## src/rtl/seven_segments_scanner.sv

```systemverilog
// ============================================================================
// Module      : seven_segments_scanner
// Description : Time-multiplexed scan controller for a common-cathode
//               multi-digit seven-segment display, with per-slot blanking,
//               frame-synchronous double buffering and leading-zero blanking.
// Revision    : 1.0 - initial release
// ============================================================================
`default_nettype none

module seven_segments_scanner #(
    parameter int DIGITS       = 4,
    parameter int PRESCALE     = 1000,
    parameter int BLANK_CYCLES = 2
) (
    input  logic                  clk,
    input  logic                  rst_n,
    input  logic                  load,
    input  logic [4*DIGITS-1:0]   value,
    input  logic                  lz_blank,
    output logic [3:0]            binary,
    output logic [DIGITS-1:0]     digit_en,
    output logic                  frame_tick,
    output logic                  pending
);

    localparam int CW = (PRESCALE > 1) ? $clog2(PRESCALE) : 1;
    localparam int IW = (DIGITS > 1) ? $clog2(DIGITS) : 1;
    localparam int VW = 4 * DIGITS;

    localparam logic [CW-1:0] C_CNT_LAST   = CW'(PRESCALE - 1);
    localparam logic [CW-1:0] C_BLANK_LAST = CW'((BLANK_CYCLES > 0) ? BLANK_CYCLES - 1 : 0);
    localparam logic [IW-1:0] C_IDX_LAST   = IW'(DIGITS - 1);

    typedef enum logic [0:0] {
        ST_BLANK = 1'b0,
        ST_SHOW  = 1'b1
    } state_t;

    localparam state_t C_ST_RESET = (BLANK_CYCLES > 0) ? ST_BLANK : ST_SHOW;

    logic [CW-1:0] r_cnt;
    logic [IW-1:0] r_idx;
    logic [VW-1:0] r_shadow;
    logic [VW-1:0] r_active;
    state_t        r_state;
    state_t        w_state_next;

    logic          w_slot_end;
    logic          w_frame_end;
    logic          w_commit;
    logic [IW-1:0] w_idx_next;
    logic [VW-1:0] w_active_next;
    logic [3:0]    w_nib_next [DIGITS];
    logic          w_upper_nz [DIGITS];
    logic          w_suppressed;

    assign w_slot_end    = (r_cnt == C_CNT_LAST);
    assign w_frame_end   = w_slot_end && (r_idx == C_IDX_LAST);
    assign w_commit      = w_frame_end && pending;
    assign w_idx_next    = (r_idx == C_IDX_LAST) ? '0 : r_idx + IW'(1);
    // The digit-0 nibble of a freshly committed value must appear on the
    // same edge as the commit, so the binary mux looks at post-commit data.
    assign w_active_next = w_commit ? r_shadow : r_active;

    generate
        for (genvar gi = 0; gi < DIGITS; gi++) begin : g_digit
            assign w_nib_next[gi] = w_active_next[4*gi +: 4];
            assign w_upper_nz[gi] = |r_active[VW-1:4*gi];
        end
    endgenerate

    assign w_suppressed = lz_blank && (r_idx != '0) && !w_upper_nz[r_idx];

    // Datapath and scan counters
    always_ff @(posedge clk or negedge rst_n) begin
        if (!rst_n) begin
            r_cnt    <= '0;
            r_idx    <= '0;
            r_shadow <= '0;
            r_active <= '0;
            binary   <= 4'h0;
            pending  <= 1'b0;
        end else begin
            r_cnt <= w_slot_end ? '0 : r_cnt + CW'(1);
            if (w_slot_end) begin
                r_idx  <= w_idx_next;
                binary <= w_nib_next[w_idx_next];
            end
            if (w_commit) begin
                r_active <= r_shadow;
            end
            if (load) begin
                r_shadow <= value;
                pending  <= 1'b1;
            end else if (w_commit) begin
                pending  <= 1'b0;
            end
        end
    end

    always_ff @(posedge clk or negedge rst_n) begin
        if (!rst_n) begin
            r_state <= C_ST_RESET;
        end else begin
            r_state <= w_state_next;
        end
    end

    always_comb begin
        w_state_next = r_state;
        digit_en     = '0;
        case (r_state)
            ST_BLANK: begin
                if ((BLANK_CYCLES > 0) && (r_cnt == C_BLANK_LAST)) begin
                    w_state_next = ST_SHOW;
                end
            end
            ST_SHOW: begin
                if (w_slot_end) begin
                    w_state_next = (BLANK_CYCLES > 0) ? ST_BLANK : ST_SHOW;
                end
                // Gate with rst_n so enables drop immediately during reset
                // even when there is no blanking state to fall back to.
                if (rst_n && !w_suppressed) begin
                    digit_en = DIGITS'(1) << r_idx;
                end
            end
            default: w_state_next = C_ST_RESET;
        endcase
    end

    assign frame_tick = rst_n && w_frame_end;

endmodule

`default_nettype wire

```

## config.mk

```make
export PLATFORM = sky130hd
export DESIGN_NAME = seven_segments_scanner
export DESIGN_NICKNAME = d
export VERILOG_FILES = /design/src/rtl/seven_segments_scanner.sv
export SDC_FILE = /design/constraint.sdc
export NUM_CORES = 1
export LEC_CHECK = 0
export CAP_MARGIN = 20
export CORE_MARGIN = 1.5
export CORE_UTILIZATION = 50
export CTS_BUF_LIST = sky130_fd_sc_hd__clkbuf_8
export DETAILED_ROUTE_END_ITERATION = 16
export HOLD_SLACK_MARGIN = 0.06
export PLACE_DENSITY = 0.73
export RECOVER_POWER = 100
export SYNTH_ARGS = -nofsm -noshare
export SYNTH_HDL_FRONTEND = slang
export SYNTH_SLANG_ARGS = --single-unit
```

## constraint.sdc

```tcl
create_clock -name clk -period 5 [get_ports clk]
set_clock_uncertainty 0.15 [all_clocks]
set_input_delay 1 -clock clk [delete_from_list [all_inputs] [get_ports clk]]
set_output_delay 1 -clock clk [all_outputs]
set_load 0.03 [all_outputs]
```

After elaboration in Yosys (flattened, before gate mapping):

Index checks and enable logic that the tools add are counted.

* register bits after elaboration: 50
* bits of input ports: 20
* word-level logic and storage cells: 48

* $add $sub $neg: 2
* magnitude comparators: 2
* eq/ne operators: 3
* shift-type cells: 1
* muxes and demuxes: 16
* bitwise logic cells: 3
* reductions and logical operators: 14

Operators by type and width (count)
* $mux 16: 1
* $mux 4: 4
* $reduce_or 16->1: 1
* $reduce_or 12->1: 1
* $add 10x1->10 const B: 1
* $eq 10x1->1 const B: 1
* $eq 10x10->1 const B: 1
* $mux 10: 1
* $bmux 4 s2: 1
* $reduce_or 8->1: 1
* $ge 3x3->1 const B: 2
* $logic_and 1x1->1: 6
* $mux 1: 6
* $not 2->3: 2
* $reduce_bool 2->1: 2
* $reduce_or 4->1: 1
* $shl 1x2->4 const A: 1
* $add 2x1->2 const B: 1
* $bmux 1 s2: 1
* $eq 2x2->1 const B: 1
* $logic_not 1->1: 2
* $mux 2: 1
* $pmux 1 s2: 1
* $not 1->1: 1

Logic depth before layout (Yosys ltp):

Gate-level depths: netlist of run 1.

* word-level depth: 10
* depth in mapped cells: 6
* gate-level depth less buffers: 5

Worst setup path before layout of run 1:

No wires, ideal clock.

* path type: input to output
* start point: in lz_blank
* end point: out digit_en[0]
* arrival time: 1.902 ns
* required time: 3.850 ns
* setup slack: 1.948 ns
* cell stages on the path: 3
* cells stage by stage: nand3b_1 > a211oi_1 > nor3b_1

* cells in the longest elaborated chain, start to end: 6

Ends and longest elaborated chain
* start, declared: line 19 `input logic lz_blank,`
* $logic_and 1x1->1 (2 in a row): line 72 `assign w_suppressed = lz_blank && (r_idx != '0) && !w_upper_nz[r_idx];`
* $logic_not 1->1: line 124 `if (rst_n && !w_suppressed) begin`
* $logic_and 1x1->1: line 124
* $mux 4: line 124
* $mux 4: line 112 `case (r_state)`
* end, declared: line 21 `output logic [DIGITS-1:0] digit_en,`

Every way passes these cells.

Final worst setup path of run 1:

* start point: in lz_blank
* end point: out digit_en[1]

The elaborated chain is that of the path after synthesis.

==> results of run 1 <==
[critical path: stages]
cell             delay, ns
clkdlybuf4s50_1       0.46
nand3b_1              0.08
a211oi_1              0.50
nor3b_1               0.12
dlygate4sd3_1         0.71
[sequential cells by signal (all words and copies together), names as in the netlist]
name      cells
r_state       1
binary        4
r_shadow     16
r_cnt        10
r_active     16
pending       1
r_idx         2
[kinds of logic (layout without fill, tap and decap cells)]
logic type,Yosys count,in the layout,synth area share
adder cells (fa/ha/maj),6,6,0.0317
AND/OR/NAND/NOR,71,71,0.160
XOR/XNOR,6,6,0.0222
multiplexers,36,36,0.171
flip-flops,50,50,0.529
buffers and inverters,12,43,0.0217
AO/OA/AOI/OAI,23,23,0.0645
[layer usage]
layer | share of wire | vias to the layer above
met5 | 0 | -
met4 | 0.011 | 0
met3 | 0.030 | 6
met2 | 0.48 | 26
li1 | - | 798
met1 | 0.48 | 818
[per-stage QoR]
| stage | instances | cell area [um2] | util |
|---|---|---|---|
| CTS | 287 | 2820 | 0.635 |
| detailed placement | 280 | 2710 | 0.610 |
| global placement | 280 | 2710 | 0.610 |
| floorplan | 204 | 2370 | - |
| finish | 287 | 2810 | 0.632 |
| global route | 287 | 2810 | 0.632 |
[worst paths after layout]
check / end / slack [ns] / depth (start not counted)
setup / recovery: digit_en[1] / 0.98 / 5
hold reg to reg: r_cnt[0] / 0.34 / 1
max in group asynchronous: r_cnt[8] / 1.66 / 2
setup reg to reg: binary[0] / 1.65 / 6
hold / removal: r_cnt[0] / 0.34 / 1
min in group asynchronous: pending / 1.57 / 2
[where the power goes]
| part | switching [mW] | leakage (nW) | internal, mW |
|---|---|---|---|
| sequential | 0.00799 | 0.637 | 0.417 |
| clock | 0.132 | 0.0573 | 0.160 |
| combinational | 0.0164 | 0.525 | 0.0251 |
| total | 0.156 | 1.22 | 0.602 |
[cells in the final DEF (no fill, tap or decap), types with 2 or more instances in the layout]
cell	Yosys	routed
a21oi_1	6	6
and2_1	2	2
and3_1	2	2
clkbuf_1	4	4
clkbuf_8	0	6
clkdlybuf4s50_1	0	17
dfrtp_1	50	50
dlygate4sd3_1	0	11
ha_1	6	6
inv_1	4	4
mux2_2	36	36
nand2_1	15	15
nand2b_1	2	2
nand3_1	3	3
nand3b_1	4	4
nand4_1	2	2
nor2_1	20	20
nor3b_1	4	4
nor4_1	6	5
o21ai_0	5	5
o311ai_0	0	4
o31ai_1	3	3
or3_1	2	2
or4_1	4	4
xor2_1	5	5
[area by class of cell]
type	count	area share
flip-flops and latches	50	0.445
multi-input cells	142	0.381
clock buffers	6	0.0294
inverters	4	0.00535
well taps	52	0.0232
clock inverters	1	0.0107
repair buffers	32	0.105
==> results.toml, run 1 <==
[run_status]
status = "complete, but fails checks"
violations = "capacitance limit, slew limit"

[final_layout]
diodes = 0
drive_above_1_share = 0.187
nNetsFinal = 261
multiInputGateArea_um2 = 1070
fillers = 379
seq_area_um2 = 1250
area_growth_pct = 18.7

[cts]
path_clk_slew_ns = 0.08
numCtsBuffers = 5
cts_setup_buffers = 0
h-tree-depth = 2
cts.path.max_buffers = 2
cts_hold_buffers = 0
clk_latency_ns = 0.30
cts-root-buf = "clkbuf_8"
cts_resized = 0
cts_tree = "yes"
clock_sinks = 50

[synthesis]
synth_async_sr_flop_share = 1.00
yosysSeqAreaShare = 0.529
synth.distinct_cells = 36
synthFlopType = "dfrtp_1"
yosysTopAreaCell = "dfrtp_1"
synthesis.nets = 230
synth-edff-count = 0
yosys_register_bits = 50
yosys-top-cells-count = "dfrtp_1, mux2_2, nor2_1"
netlist_area_um2 = 2370
synthTopCellsByArea = "dfrtp_1, mux2_2, ha_1"
avgSynthCellArea_um2 = 11.6
synth_most_common_cell = "dfrtp_1"
ys_warn_count = 0
synth_top_area_frac = 0.529
synthCells = 204

[global_routing]
top_usage_layer = "met2"
grt_max_degree = 51
met2_usage = 0.319
overflow = 0
grtUsageTotal = 0.199
grt_use_met1 = 0.267
grt_use_met3 = 0.0549
antenna_found_initial = 0
grt_pass1_wl_um = 7830
grt_pass1_vias = 1655

[sta]
setup_viol = 0
finalHoldViolCount = 0
setup-tns-final_ns = 0
rsz0062_at_grt = "false"
clock.fmax_mhz = 249
whs_ns = 0.344
finalCritPeriodShare = 0.804
worstMarginPinSlew_ns = 2.64
finalCriticalPeriod_ns = 4.02
slew_headroom = -0.758
slew_violations = 51
postLayoutSetupSlackWorst_ns = 0.980

[route]
dr.pass1.iters = 6
dr.first_iter.drc_count = 81
ant_nets = 0
drcViolationCount = 0
vias_per_cell = 5.74
vias = 1648
drt-total-wl_um = 4620
avgRoutedWirePerCell_um = 16.1

[power]
ir_drop_mv = 0.214
power_leakage_nw = 1.22
power_uw = 758
p_per_area_nw_per_um2 = 270

[die]
io_pins = 30
die_area_um2 = 5150
start_util = 0.532
die_h_um = 71.8
core_area_um2 = 4440
row_count = 24
die_w_um = 71.8

[place]
preCtsSetupSlack_ns = 1.06
hpwl_um = 3190
gp_congestion = 0.885
io_buffers = 29

[worst_hold_path]
holdCritStartpoint = "r_cnt[0]"
min_path_type = "reg -> reg"

[critical_path]
critPathMaxFanout = 4
arrival_ns = 2.87
worstSetupEndpointType = "output pin"
worst-setup-path-type = "in -> out"
crit_path_start = "lz_blank"
cp-start-kind = "primary input"
r2r_start = "r_idx[0]"
worstPathRequired_ns = 3.85

[flow_run]
max_cap_violations = 1
Power figures use the tool's default switching activity.
==> run 2: changes to the inputs <==
PLACE_DENSITY = 0.76   (was 0.73)
clock period = 3.64 ns   (was 5 ns; I/O delays follow)
==> run 2 against run 1 <==
Against the previous run: the flow now finishes without violations; first-iteration DRC count rose by 28%; setup slack worse by 0.68 ns; register-to-register slack got worse by 1.2 ns; non-clock buffer count grew 1.
==> results.toml, run 2 (synthesis gave the netlist of run 1 again) <==
[critical_path]
r2r-end = "binary[3]"
critPathMaxFanout = 9
reg2reg_depth = 6
worstPathRequired_ns = 2.76
rrSetupSlack_ns = 0.44
cp-start-kind = "flip-flop"
worstSetupEndpointType = "output pin"
arrival_ns = 2.46
worst-setup-path-type = "reg -> out"
r2r_start = "r_idx[0]"

[worst_hold_path]
holdPathEnd = "r_cnt[0]"
holdCritStartpoint = "r_cnt[0]"
min_path_type = "reg -> reg"
holdPathStages = 1

[global_routing]
antenna_found_initial = 0
grtUsageTotal = 0.192
overflow = 0
grt_pass1_vias = 1572
grt_pass1_wl_um = 7500
grt_max_degree = 51

[sta]
rsz0062_at_grt = "false"
setup-tns-final_ns = 0
setup_viol = 0
slew_violations = 0
clock.fmax_mhz = 299
slew_headroom = 0.214
worstMarginPinSlew_ns = 1.18
finalCritPeriodShare = 0.918
finalHoldViolCount = 0
finalCriticalPeriod_ns = 3.34
whs_ns = 0.345

[final_layout]
fillers = 363
area_growth_pct = 17.6
diodes = 0
reg_top3 = "r_active (16), r_shadow (16), r_cnt (10)"
nNetsFinal = 262
final_common_cell = "dfrtp_1"
drive_above_1_share = 0.191
layout_common_cells = "dfrtp_1, mux2_2, nor2_1, clkdlybuf4s50_1, nand2_1"
seq_area_um2 = 1250
multiInputGateArea_um2 = 1060

[cts]
cts_tree = "yes"
numCtsBuffers = 5
clk_latency_ns = 0.30
clock_sinks = 50
h-tree-depth = 2
cts_resized = 0
cts_hold_buffers = 0
path_clk_slew_ns = 0.09
cts_setup_buffers = 0
cts-root-buf = "clkbuf_8"
cts.path.max_buffers = 2

[die]
io_pins = 30
core_area_um2 = 4440
die_w_um = 71.8
start_util = 0.532
die_h_um = 71.8
row_count = 24
die_area_um2 = 5150

[route]
dr.pass1.iters = 7
drt-total-wl_um = 4360
dr.first_iter.drc_count = 104
drcViolationCount = 0
vias_per_cell = 5.72
vias = 1647
avgRoutedWirePerCell_um = 15.1
ant_nets = 0

[place]
gp_congestion = 0.840
hpwl_um = 3250
io_buffers = 29

[power]
ir_drop_mv = 0.248
p_per_area_nw_per_um2 = 343
power_leakage_nw = 1.22

[run_status]
status = "complete, no violations"

[flow_run]
max_cap_violations = 0
[run 2: area by class of cell]
class                   instances  share of cell area
flip-flops and latches         50               0.450
repair buffers                 33               0.109
clock buffers                   5              0.0247
inverters                       4             0.00540
well taps                      52              0.0234
multi-input cells             142               0.382
clock inverters                 2             0.00495
[run 2: where the power goes]
group	switching, mW	internal, mW
sequential	0.0107	0.573
combinational	0.0223	0.0347
clock	0.182	0.133
[run 2: how the worst max path moves through the flow]
stage,from,to,slack (ns),cells after the start
final,r_idx[0],digit_en[1],0.30,7
after global routing,r_idx[0],binary[3],0.15,6
after CTS,r_idx[0],digit_en[2],0.39,7
after detailed placement,lz_blank,digit_en[2],0.42,6
after global placement,lz_blank,digit_en[1],0.46,6
after floorplan,r_idx[0],digit_en[3],1.05,3
[run 2: per-layer routing]
metal | part of all wire | GRT usage | vias to the layer above
met5 | 0 | 0 | -
met4 | 0.019 | 0.0818 | 0
met3 | 0.037 | 0.0436 | 9
met2 | 0.49 | 0.307 | 35
met1 | 0.45 | 0.253 | 802
li1 | - | - | 801
[run 2: critical path, stage by stage (launching register included)]
cell           delay [ns]
dfrtp_1              0.53
inv_1                0.14
ha_1                 0.25
nand3b_1             0.16
a211oi_1             0.18
buf_4                0.17
nor3b_1              0.05
dlygate4sd3_1        0.69
[run 2: stage by stage]
stage               power [mW]  cells   util  cell area, um2  worst slack (ns)
detailed placement       0.655    281  0.611            2720             0.421
finish                   0.955    288  0.626            2780             0.297
CTS                      0.966    288  0.630            2800             0.390
global placement         0.652    281  0.611            2720             0.456
global route             0.995    288  0.626            2780             0.147
floorplan                0.615    204      -            2370              1.05
==> run 3: changes to the inputs <==
GPL_TIMING_DRIVEN = 0   (was default)
==> run 3 against run 2 <==
Against the previous run: clock-buffer cell count grew 1; maximum frequency is 5.4% lower; power up 1.8%; flip-flop and latch count unchanged; global-route usage rose by 1.4 points; setup slack got worse by 0.19 ns; first-iteration DRC count shrank 2.9%; non-clock buffer count up 4; core utilization is 0.82 points higher; register-to-register slack improved by 0.23 ns; largest power group unchanged.
==> results.toml, run 3 (synthesis gave the netlist of run 1 again) <==
[place]
hpwl_um = 3370
gp_congestion = 0.847
place_area_um2 = 2730
place_inst = 285
preCtsSetupSlack_ns = 0.262
io_buffers = 28

[sta]
finalHoldViolCount = 0
slew_violations = 0
finalCriticalPeriod_ns = 3.53
clock.fmax_mhz = 283
setup_viol = 0
finalCritPeriodShare = 0.970
postLayoutSetupSlackWorst_ns = 0.108
slew_headroom = 0.593
worstMarginPinSlew_ns = 0.610

[critical_path]
crit_path_max_incr_delay_ns = 0.70
crit_buf_inv = 1
cp-start-kind = "flip-flop"
worstPathRequired_ns = 2.76
cpLargestDelayFamily = "buffers and inverters"
crit_path_start = "r_active[10]"
r2r_start = "r_idx[0]"
crit_path_cell_trace = "nor4_1 > o21ai_0 > a211oi_2 > nor3b_1 > dlygate4sd3_1"
worst-setup-path-type = "reg -> out"
worstSetupEndpointType = "output pin"
arrival_ns = 2.65
crit_slowest_cell = "dlygate4sd3_1"
critPathMaxFanout = 4

[final_layout]
postLayoutCellArea_um2 = 2820
finalNonFillerCells = 293
drive_above_1_share = 0.187
diodes = 0
nNetsFinal = 266
area_growth_pct = 19.1
reg_top3 = "r_active (16), r_shadow (16), r_cnt (10)"
layout_common_cells = "dfrtp_1, mux2_2, nor2_1, clkdlybuf4s50_1, nand2_1"
final_common_cell = "dfrtp_1"

[global_routing]
grt_pass1_vias = 1696
grt_pass1_wl_um = 8140
grtUsageTotal = 0.206
overflow = 0
grt_max_degree = 40
antenna_found_initial = 0

[die]
io_pins = 30
row_count = 24
die_w_um = 71.8
core_area_um2 = 4440
die_area_um2 = 5150
die_h_um = 71.8
start_util = 0.532

[route]
drt-total-wl_um = 4740
vias = 1688
drcViolationCount = 0
ant_nets = 0
dr.pass1.iters = 6
avgRoutedWirePerCell_um = 16.2
vias_per_cell = 5.76
dr.first_iter.drc_count = 101

[power]
p_per_area_nw_per_um2 = 345
ir_drop_mv = 0.266
power_leakage_nw = 1.23

[cts]
cts.path.max_buffers = 2
cts_tree = "yes"
cts-root-buf = "clkbuf_8"
cts_setup_buffers = 0
path_clk_slew_ns = 0.09
cts_hold_buffers = 0
cts_resized = 0
h-tree-depth = 2
numCtsBuffers = 5
clk_latency_ns = 0.30
clock_sinks = 50

[worst_hold_path]
min_path_type = "in -> async"

[run_status]
status = "complete, no violations"

[flow_run]
max_cap_violations = 0
==> run 3: cell count changes in the layout (fill, tap and decap cells not counted), moves of 2 or more <==
| cell | previous run | this run |
|---|---|---|
| clkdlybuf4s50_1 | 17 | 19 |
| dlygate4sd3_1 | 11 | 8 |
| o311ai_0 | 0 | 2 |
| mux2_2 | 36 | 34 |
| clkbuf_1 | 3 | 7 |
| o311ai_1 | 4 | 2 |
| mux2_1 | 0 | 2 |
==> run 3: power by group <==
part	switching (mW)	total (mW)	internal, mW
Combinational	0.0232	0.0598	0.0365
Clock	0.178	0.329	0.151
Sequential	0.0109	0.584	0.573
Total	0.213	0.973	0.760
==> run 3: worst reg2reg max path: cells and delay by family (launching register included) <==
kind                       cells  cell delay, ns
adders and majority gates      1            0.28
buffers and inverters          2            1.02
DFF                            1            0.52
muxes                          1            0.41
and+or+nand+nor                2            0.47
==> run 3: final cells by class <==
type / instances / area (um2)
clock inverter: 2 / 8.76
buffer: 8 / 31.3
fill: 385 / 1630
multi-input combinational: 142 / 1070
sequential: 50 / 1250
clock buffer: 6 / 82.6
tap: 52 / 65.1
timing repair buffer: 29 / 295
inverter: 4 / 15.0
==> run 3: through the flow <==
stage          power, mW  hold WS, ns   util  TNS [ns]
2_1_floorplan      0.615        0.282      -         0
3_3_place_gp       0.652        0.326  0.610     -7.33
3_5_place_dp       0.656        0.341  0.613         0
4_1_cts            0.984        0.167  0.634         0
5_1_grt             1.01        0.169  0.634    -0.109
6_report           0.973        0.156  0.634         0
==> run 3: path summary, 6_finish.rpt <==
| kind | cells after the start | slack, ns | endpoint |
|---|---|---|---|
| worst max-delay path | 5 | 0.11 | digit_en[1] |
| worst min-delay path | 1 | 0.16 | r_cnt[7] |
| worst max register to register | 6 | 0.67 | r_active[1] |
| worst min register to register | 1 | 0.35 | r_cnt[0] |
| max in group asynchronous | 2 | 2.68 | pending |
| min in group clk | 1 | 0.35 | r_cnt[0] |
==> run 3: layer usage <==
metal  global-route usage  routed length (um)  part of all wire  vias up
met5                    0                   0                 0        -
met4               0.0671                  88             0.019        0
met3               0.0450                 161             0.034       11
met2                0.334                2260              0.48       30
met1                0.276                2230              0.47      847
li1                     -                   -                 -      800
